## config.mk

```make
export PLATFORM = sky130hd
export DESIGN_NAME = aho_table_writer
export DESIGN_NICKNAME = d
export VERILOG_FILES = /design/src/rtl/aho_pkg.sv /design/src/rtl/aho_table_writer.sv
export SDC_FILE = /design/constraint.sdc
export NUM_CORES = 1
export LEC_CHECK = 0
export CORE_MARGIN = 3
export CORE_UTILIZATION = 50
export CTS_BUF_LIST = sky130_fd_sc_hd__clkbuf_4 sky130_fd_sc_hd__clkbuf_8
export DETAILED_ROUTE_END_ITERATION = 6
export GPL_TIMING_DRIVEN = 0
export PLACE_DENSITY = 0.81
export SYNTH_ARGS = -nofsm -noshare
export SYNTH_HDL_FRONTEND = slang
export SYNTH_SLANG_ARGS = --single-unit
export TNS_END_PERCENT = 50
```

## constraint.sdc

```tcl
create_clock -name CLK -period 2.5 [get_ports CLK]
set_clock_uncertainty 0.2 [all_clocks]
set_input_delay 0.375 -clock CLK [delete_from_list [all_inputs] [get_ports CLK]]
set_output_delay 0.375 -clock CLK [all_outputs]
set_load 0.01 [all_outputs]
```

## src/rtl/aho_pkg.sv

```systemverilog
// Shared constants for the Aho-Corasick table writer and readers: record headers,
// default table geometry and the writer FSM encoding (checksum state only with TABLE_WRITER_CHECKSUM_EN).
package aho_pkg;

  localparam logic [7:0] REC_GOTO = 8'h01;
  localparam logic [7:0] REC_FAIL = 8'h02;
  localparam logic [7:0] REC_END  = 8'hFF;

  localparam int DEF_GOTO_DEPTH = 32;
  localparam int DEF_FAIL_DEPTH = 32;
  localparam int DEF_STATE_W    = 8;
  localparam int DEF_CHAR_W     = 8;

  typedef enum logic [3:0] {
    ST_IDLE   = 4'd0,
    ST_HDR    = 4'd1,
    ST_G_CUR  = 4'd2,
    ST_G_CHR  = 4'd3,
    ST_G_NXT  = 4'd4,
    ST_F_ST   = 4'd5,
    ST_F_FAIL = 4'd6,
    ST_DONE   = 4'd7,
    ST_ERROR  = 4'd8
`ifdef TABLE_WRITER_CHECKSUM_EN
    , ST_CHK  = 4'd9
`endif
  } state_e;

  // States in which the writer consumes record bytes.
  function automatic logic accepts_bytes(input state_e s);
    logic r;
    r = (s == ST_HDR) || (s == ST_G_CUR) || (s == ST_G_CHR) || (s == ST_G_NXT) ||
        (s == ST_F_ST) || (s == ST_F_FAIL);
`ifdef TABLE_WRITER_CHECKSUM_EN
    r = r || (s == ST_CHK);
`endif
    return r;
  endfunction

endpackage

```

## src/rtl/aho_table_writer.sv

```systemverilog
// Byte-serial loader for the goto/failure tables. Optional END checksum byte is built
// only when TABLE_WRITER_CHECKSUM_EN is defined.
module aho_table_writer
  import aho_pkg::*;
#(
  parameter int GOTO_DEPTH = DEF_GOTO_DEPTH,
  parameter int FAIL_DEPTH = DEF_FAIL_DEPTH,
  parameter int STATE_W    = DEF_STATE_W,
  parameter int CHAR_W     = DEF_CHAR_W
) (
  input  logic                          CLK,
  input  logic                          RST,
  input  logic                          START,
  input  logic                          IN_VALID,
  input  logic [7:0]                    IN_DATA,
  output logic                          IN_READY,
  output logic                          GOTO_WE,
  output logic [$clog2(GOTO_DEPTH)-1:0] GOTO_ADDR,
  output logic [STATE_W-1:0]            GOTO_CUR,
  output logic [CHAR_W-1:0]             GOTO_CHARA,
  output logic [STATE_W-1:0]            GOTO_NEXT,
  output logic                          FAIL_WE,
  output logic [$clog2(FAIL_DEPTH)-1:0] FAIL_ADDR,
  output logic [STATE_W-1:0]            FAIL_DATA,
  output logic [$clog2(GOTO_DEPTH):0]   GOTO_COUNT,
  output logic                          TABLE_READY,
  output logic                          ERR,
  output state_e                        DBG_STATE
);

  localparam int GA_W  = $clog2(GOTO_DEPTH);
  localparam int FA_W  = $clog2(FAIL_DEPTH);
  localparam int CNT_W = GA_W + 1;

  // Handshake: a byte transfers on a rising edge where IN_VALID and IN_READY are both high;
  // IN_VALID may be held while IN_READY is low, and START in the same cycle drops the byte.
  state_e              state_q, state_d;
  logic                in_ready_q, in_ready_d;
  logic                goto_we_q, goto_we_d;
  logic [GA_W-1:0]     goto_addr_q, goto_addr_d;
  logic [STATE_W-1:0]  goto_cur_q, goto_cur_d;
  logic [CHAR_W-1:0]   goto_chara_q, goto_chara_d;
  logic [STATE_W-1:0]  goto_next_q, goto_next_d;
  logic                fail_we_q, fail_we_d;
  logic [FA_W-1:0]     fail_addr_q, fail_addr_d;
  logic [STATE_W-1:0]  fail_data_q, fail_data_d;
  logic [STATE_W-1:0]  fail_st_q, fail_st_d;
  logic [CNT_W-1:0]    count_q, count_d;
  logic                ready_q, ready_d;
  logic                err_q, err_d;
`ifdef TABLE_WRITER_CHECKSUM_EN
  logic [7:0]          csum_q, csum_d;
`endif
  logic                hs;

  assign hs = IN_VALID && in_ready_q;

  always_comb begin
    state_d      = state_q;
    goto_we_d    = 1'b0;
    goto_addr_d  = goto_addr_q;
    goto_cur_d   = goto_cur_q;
    goto_chara_d = goto_chara_q;
    goto_next_d  = goto_next_q;
    fail_we_d    = 1'b0;
    fail_addr_d  = fail_addr_q;
    fail_data_d  = fail_data_q;
    fail_st_d    = fail_st_q;
    count_d      = count_q;
    ready_d      = ready_q;
    err_d        = err_q;
`ifdef TABLE_WRITER_CHECKSUM_EN
    csum_d       = csum_q;
`endif
    if (START) begin
      state_d = ST_HDR;
      count_d = '0;
      ready_d = 1'b0;
      err_d   = 1'b0;
`ifdef TABLE_WRITER_CHECKSUM_EN
      csum_d  = '0;
`endif
    end else if (hs) begin
`ifdef TABLE_WRITER_CHECKSUM_EN
      csum_d = csum_q ^ IN_DATA;
`endif
      case (state_q)
        ST_HDR: begin
          if (IN_DATA == REC_GOTO) begin
            if (count_q == CNT_W'(GOTO_DEPTH)) begin
              state_d = ST_ERROR;
              err_d   = 1'b1;
            end else begin
              state_d = ST_G_CUR;
            end
          end else if (IN_DATA == REC_FAIL) begin
            state_d = ST_F_ST;
          end else if (IN_DATA == REC_END) begin
`ifdef TABLE_WRITER_CHECKSUM_EN
            state_d = ST_CHK;
`else
            state_d = ST_DONE;
            ready_d = 1'b1;
`endif
          end else begin
            state_d = ST_ERROR;
            err_d   = 1'b1;
          end
        end
        ST_G_CUR: begin
          goto_cur_d = STATE_W'(IN_DATA);
          state_d    = ST_G_CHR;
        end
        ST_G_CHR: begin
          goto_chara_d = CHAR_W'(IN_DATA);
          state_d      = ST_G_NXT;
        end
        ST_G_NXT: begin
          goto_next_d = STATE_W'(IN_DATA);
          goto_addr_d = count_q[GA_W-1:0];
          goto_we_d   = 1'b1;
          count_d     = count_q + CNT_W'(1);
          state_d     = ST_HDR;
        end
        ST_F_ST: begin
          fail_st_d = STATE_W'(IN_DATA);
          state_d   = ST_F_FAIL;
        end
        ST_F_FAIL: begin
          // State numbers are 1-based; state 0 has no failure entry.
          if ((fail_st_q == '0) || (fail_st_q > STATE_W'(FAIL_DEPTH))) begin
            state_d = ST_ERROR;
            err_d   = 1'b1;
          end else begin
            fail_addr_d = FA_W'(fail_st_q - STATE_W'(1));
            fail_data_d = STATE_W'(IN_DATA);
            fail_we_d   = 1'b1;
            state_d     = ST_HDR;
          end
        end
`ifdef TABLE_WRITER_CHECKSUM_EN
        ST_CHK: begin
          if (IN_DATA == csum_q) begin
            state_d = ST_DONE;
            ready_d = 1'b1;
          end else begin
            state_d = ST_ERROR;
            err_d   = 1'b1;
          end
        end
`endif
        default: state_d = state_q;
      endcase
    end
    in_ready_d = accepts_bytes(state_d);
  end

  always_ff @(posedge CLK) begin
    if (RST) begin
      state_q      <= ST_IDLE;
      in_ready_q   <= 1'b0;
      goto_we_q    <= 1'b0;
      goto_addr_q  <= '0;
      goto_cur_q   <= '0;
      goto_chara_q <= '0;
      goto_next_q  <= '0;
      fail_we_q    <= 1'b0;
      fail_addr_q  <= '0;
      fail_data_q  <= '0;
      fail_st_q    <= '0;
      count_q      <= '0;
      ready_q      <= 1'b0;
      err_q        <= 1'b0;
`ifdef TABLE_WRITER_CHECKSUM_EN
      csum_q       <= '0;
`endif
    end else begin
      state_q      <= state_d;
      in_ready_q   <= in_ready_d;
      goto_we_q    <= goto_we_d;
      goto_addr_q  <= goto_addr_d;
      goto_cur_q   <= goto_cur_d;
      goto_chara_q <= goto_chara_d;
      goto_next_q  <= goto_next_d;
      fail_we_q    <= fail_we_d;
      fail_addr_q  <= fail_addr_d;
      fail_data_q  <= fail_data_d;
      fail_st_q    <= fail_st_d;
      count_q      <= count_d;
      ready_q      <= ready_d;
      err_q        <= err_d;
`ifdef TABLE_WRITER_CHECKSUM_EN
      csum_q       <= csum_d;
`endif
    end
  end

  assign IN_READY    = in_ready_q;
  assign GOTO_WE     = goto_we_q;
  assign GOTO_ADDR   = goto_addr_q;
  assign GOTO_CUR    = goto_cur_q;
  assign GOTO_CHARA  = goto_chara_q;
  assign GOTO_NEXT   = goto_next_q;
  assign FAIL_WE     = fail_we_q;
  assign FAIL_ADDR   = fail_addr_q;
  assign FAIL_DATA   = fail_data_q;
  assign GOTO_COUNT  = count_q;
  assign TABLE_READY = ready_q;
  assign ERR         = err_q;
  assign DBG_STATE   = state_q;

endmodule

```

-- Word level (Yosys, flattened, before mapping)
Index checks and enable logic that the tools add are counted.
- register bits: 65
- bits of input ports: 12
- word-level logic and storage cells: 79
- add/subtract/negate cells: 2
- magnitude comparators: 1
- eq/ne operators: 20
- multiplexer cells: 16
- bitwise gates (word level): 6
- reduce and logical (&&, ||, !) cells: 20
- operators by type and width (cell ; count):
    $mux W4 ; 7
    $eq A4 B3 Y1 const B ; 6
    $pmux W4 S6 ; 1
    $eq A4 B2 Y1 const B ; 4
    $reduce_and A3 Y1 ; 4
    $ne A3 B3 Y1 const B ; 3
    $eq A4 B1 Y1 const B ; 2
    $eq A8 B1 Y1 const B ; 1
    $eq A8 B2 Y1 const B ; 1
    $eq A8 B8 Y1 const B ; 1
    $gt A8 B6 Y1 const B ; 1
    $logic_not A8 Y1 ; 1
    $mux W1 ; 7
    $add A6 B1 Y6 const B ; 1
    $eq A6 B6 Y1 const B ; 1
    $logic_or A1 B1 Y1 ; 6
    $not A1 Y1 ; 6
    $reduce_and A6 Y1 ; 1
    $reduce_and A5 Y1 ; 1
    $sub A5 B1 Y5 const B ; 1
    $reduce_and A4 Y1 ; 1
    $reduce_or A4 Y1 ; 1
    $reduce_or A3 Y1 ; 1
    $ne A2 B2 Y1 const B ; 1
    other kinds (5) ; 5

-- Logic depth before layout (Yosys ltp)
- word-level depth: 13
- depth in mapped cells: 9
- mapped depth without buffers: 8

-- Worst setup path after synthesis
OpenSTA, ideal clock, no wires.
- path type: register to register
- from: reg fail_st_q[0]
- to: reg in_ready_q (netlist: IN_READY)
- library setup time: 112 ps
- arrival time: 1902 ps
- data required time: 2188 ps
- slack: 286 ps
- stages on the path, launching flop included: 9
- path buffers: 0
- cell sequence: dfxtp_1 > inv_1 > ha_1 > nor4b_2 > mux2i_1 > o21ai_0 > a211oi_1 > nor4_1 > a2111oi_1
- longest elaborated chain between the ends: 12
- elaborated cells on any way between the ends: 18
- those cells by class: order compare: 1; eq/ne: 6; mux: 4; reduce/logical: 7
- RTL lines (item ; line ; text):
    start: declaration ; aho_table_writer.sv:47 ; logic [STATE_W-1:0] fail_st_q, fail_st_d;
    start signal: assignment ; aho_table_writer.sv:188 ; fail_st_q <= fail_st_d;
    $gt A8 B6 Y1 or $logic_not A8 Y1 (tied branches) ; aho_table_writer.sv:131 ; if ((fail_st_q == '0) || (fail_st_q > STATE_W'(FAIL_DEPTH))) begin
    $logic_or A1 B1 Y1 (*) ; aho_table_writer.sv:131 ;
    $mux W4 (*) ; aho_table_writer.sv:131 ;
    $pmux W4 S6 (*) ; aho_table_writer.sv:87 ; case (state_q)
    $mux W4 (*) ; aho_table_writer.sv:83 ; end else if (hs) begin
    $mux W4 (*) ; aho_table_writer.sv:75 ; if (START) begin
    $eq A4 B1 Y1 or $eq A4 B2 Y1 (tied branches) ; aho_pkg.sv:32 ; r = (s == ST_HDR) || (s == ST_G_CUR) || (s == ST_G_CHR) || (s == ST_G_NXT) ||
    $logic_or A1 B1 Y1 (4 in a row) ; aho_pkg.sv:32 ;
    $logic_or A1 B1 Y1 (*) ; aho_pkg.sv:33 ; (s == ST_F_ST) || (s == ST_F_FAIL);
    end signal: assignment ; aho_table_writer.sv:179 ; in_ready_q <= in_ready_d;
    end: declaration ; aho_table_writer.sv:38 ; logic in_ready_q, in_ready_d;
Every way passes the cells marked *; elsewhere a longest branch is shown, timed or not.
A chain may end at the register's enable or synchronous reset.

-- Final worst setup path
- from: in IN_DATA[4]
- to: reg in_ready_q (netlist: IN_READY)
- longest elaborated chain between the ends: 13
- elaborated cells on any way between the ends: 20
- those cells by class: eq/ne: 9; mux: 6; reduce/logical: 5
- RTL lines (item ; line ; text):
    start: declaration ; aho_table_writer.sv:15 ; input logic [7:0] IN_DATA,
    $eq A8 B8 Y1 ; aho_table_writer.sv:98 ; end else if (IN_DATA == REC_END) begin
    $mux W4 ; aho_table_writer.sv:98 ;
    $mux W4 ; aho_table_writer.sv:96 ; end else if (IN_DATA == REC_FAIL) begin
    $mux W4 (*) ; aho_table_writer.sv:89 ; if (IN_DATA == REC_GOTO) begin
    $pmux W4 S6 (*) ; aho_table_writer.sv:87 ;
    $mux W4 (*) ; aho_table_writer.sv:83 ;
    $mux W4 (*) ; aho_table_writer.sv:75 ;
    $eq A4 B1 Y1 or $eq A4 B2 Y1 (tied branches) ; aho_pkg.sv:32 ;
    $logic_or A1 B1 Y1 (4 in a row) ; aho_pkg.sv:32 ;
    $logic_or A1 B1 Y1 (*) ; aho_pkg.sv:33 ;
Marked as above.

==> results.ini <==
[critical_path]
start_kind = input pin
cp_top_family = compound AO/OA/AOI/OAI gates
required_ns = 2.53
timing.critical_path.cells = clkdlybuf4s50_1 > nand4_1 > or2_1 > a211oi_2 > a211oi_1 > o31a_1 > a2111oi_2
cp.arrival_ns = 2.51
end_kind = flip-flop
path_buf_inv = 1
cpMaxStageDelayCell = clkdlybuf4s50_1
cp_max_fo = 7
crit_type = input pin to flip-flop
slowest_delay_ns = 0.69

[sta]
layout_setup_ws_ns = 0.0254
rsz0062_at_grt = yes
period_minus_slack_ns = 2.47
worst_pin_slew_ns = 0.883
whs_ns = 0.180
fin_tns_setup_ns = 0
finalHoldViolations = 0
relSlewSlack_pct = 40.8
drv_slew = 0
min_period_over_period_pct = 99.0
final-setup-viol-count = 0
fmax_ghz = 0.404

[final_layout]
syn2layout_area_growth_pct = 36.2
nNetsFinal = 392
fin_util_pct = 71.1
n_antenna_cell = 0
instances_no_fill = 452
drive_above_1_share_pct = 9.42

[synth]
yosys.area.top_type = dfxtp_1
synth_compound_area_share_pct = 9.78
synth_area_um2 = 2700
synth-seq-cells = 65
synth-main-ff-cell = dfxtp_1
yosys.area.top_type_share_pct = 48.2
synth_fa_ha_area_share_pct = 1.39
avgSynthCellArea_um2 = 9.09
yosysWarnings = 0
synthTopCellsByArea = dfxtp_1 48%, mux2i_1 13%, nor2_1 7.8%
yosys.cell_types.count = 43
synthSimpleGateAreaFrac_pct = 21.0
seq_area_frac_synth_pct = 48.2
synth_commonest_cells = 65 x dfxtp_1, 56 x nor2_1, 35 x mux2i_1, 32 x nand2_1, 21 x a21oi_1
synth_top_family_by_area = simple AND/OR/NAND/NOR gates
synth_edf_count = 0
syn_inst = 297
yosysMostFrequentCell = dfxtp_1
syn_nets = 312
muxShareOfSynthArea_pct = 13.0
synthArstFlopShare_pct = 0
synthXorXnorAreaFrac_pct = 2.27

[global_route]
grt_max_degree = 12
antenna_found_initial = 0
grt_use_met3_pct = 6.88
grt_pass1_vias = 2348
use_met2_pct = 36.6
grt_pass1_wl_mm = 11.5
grt.met1_usage_pct = 30.7
grt_use_total_pct = 23.7
grt-busiest-layer = met2
overflow = 0

[route]
wl_per_cell_um = 15.3
initialDrtViolationCount = 136
routed_via_density = 5.20
drtAntennaViolNets = 0
drt-total-wl_mm = 6.91
vias = 2352
drc = 0
dr.pass1.iters = 5

[placement]
hpwlAfterDp_mm = 4.71
pre_cts_ws_ns = -0.402
port_buffers = 67
placed_cells = 434
routabilityCongestion = 0.911

[power]
vdd_drop_max_mv = 0.452
clkPwrFrac_pct = 41.8
power.leakage_nw = 1.37
internal_power_mw = 1.48
p_seq_share_pct = 53.4
power.share.combinational_pct = 4.8
netSwitchingFraction_pct = 24.1
power_density_nw_per_um2 = 529
p_switching_mw = 0.468

[die]
core_um2 = 5170
start_util_pct = 52.2
die_y_um = 79.5
design.die.area_um2 = 6320
fp-row-count = 26
pin_count = 69
die_width_um = 79.5

[cts]
cts_root_buffer = clkbuf_8
cts_buffers = 9
htree_levels = 3
clock_sink_count = 65
ctsLongestPathBuffers = 2
hold_buffers = 0
cts_tree = done
clk_latency_ns = 0.34
clk_pin_slew_worst_paths_ns = 0.07

[status]
status = complete, no violations

[hold_path]
hold_class = input pin to flip-flop

[flow_run]
cap_violations = 0

==> through the flow <==
stage	total power [mW]	cell area, um2
after global routing	2.02	3680
after detailed placement	1.15	3460
final	1.95	3680
after global placement	1.15	3460
after CTS	1.95	3650
after floorplan	1.10	2700
==> power groups by stage <==
stage | clock network, mW | logic [mW] | registers, mW
after CTS | 0.823 | 0.0902 | 1.04
after global placement | 0 | 0.0907 | 1.06
after global routing | 0.877 | 0.100 | 1.04
after detailed placement | 0 | 0.0911 | 1.06
final | 0.814 | 0.0925 | 1.04
after floorplan | 0 | 0.0397 | 1.06
==> registers in the layout, summed over array words and instances (netlist names) <==
name and flops:
GOTO_ADDR 5, GOTO_COUNT 6, FAIL_ADDR 5, FAIL_WE 1, FAIL_DATA 8, GOTO_NEXT 8, IN_READY 1, DBG_STATE 4
GOTO_CUR 8, ERR 1, fail_st_q 8, TABLE_READY 1, GOTO_WE 1, GOTO_CHARA 8
==> path summary, 6_finish.rpt <==
| path | start | endpoint | slack (ns) | depth (start not counted) |
|---|---|---|---|---|
| setup / recovery | IN_DATA[4] | IN_READY | 0.03 | 7 |
| hold / removal | IN_DATA[1] | GOTO_NEXT[1] | 0.18 | 3 |
| setup reg to reg | fail_st_q[0] | FAIL_DATA[6] | 0.15 | 10 |
| hold reg to reg | GOTO_NEXT[3] | GOTO_NEXT[3] | 0.25 | 2 |
==> routing by layer <==
layer,vias up,routed length [um]
met5,-,0
met4,0,140
met3,13,500
met2,74,3230
met1,1082,3050
li1,1183,-
==> final cells by class <==
| cell class | instances | area (um2) |
|---|---|---|
| Clock buffer | 12 | 153 |
| Clock inverter | 4 | 28.8 |
| Buffer | 18 | 93.8 |
| Sequential cell | 65 | 1300 |
| Tap cell | 70 | 87.6 |
| Timing Repair Buffer | 69 | 684 |
| Fill cell | 413 | 1500 |
| Multi-Input combinational cell | 207 | 1300 |
| Inverter | 7 | 26.3 |
==> what timing repair did <==
action                     CTS  global route
buffers inserted             1             1
cloned                       0             0
resized for setup            4             6
pin swaps                    0             1
setup endpoints to repair    1            11
==> logic make-up after synthesis <==
group / count (synthesis)
buffers and inverters: 25
xor gates and xnor gates: 7
muxes: 35
DFF: 65
and+or+nand+nor: 120
adders and majority gates: 3
AOI/OAI and AO/OA: 42
==> worst min-delay path: stages <==
cell	delay, ns
buf_2	0.17
nand2_1	0.08
a21oi_1	0.05
==> cell usage in the layout, fill, tap and decap left out, types with 2 or more instances in the layout <==
cell type / count
dfxtp_1: 65
clkdlybuf4s50_1: 63
nor2_1: 56
mux2i_1: 34
nand2_1: 32
a21oi_1: 21
clkbuf_8: 11
clkbuf_1: 9
inv_1: 7
nand4_1: 6
a211oi_1: 6
buf_4: 5
o21ai_0: 5
nor3_1: 5
xnor2_1: 4
buf_2: 3
nor4_1: 3
xor2_1: 3
ha_1: 3
dlygate4sd2_1: 3
nand3_1: 2
nor4_2: 2
a211oi_2: 2
nand2b_1: 2
clkbuf_4: 2
clkinvlp_4: 2
(Power assumes the default switching activity.)
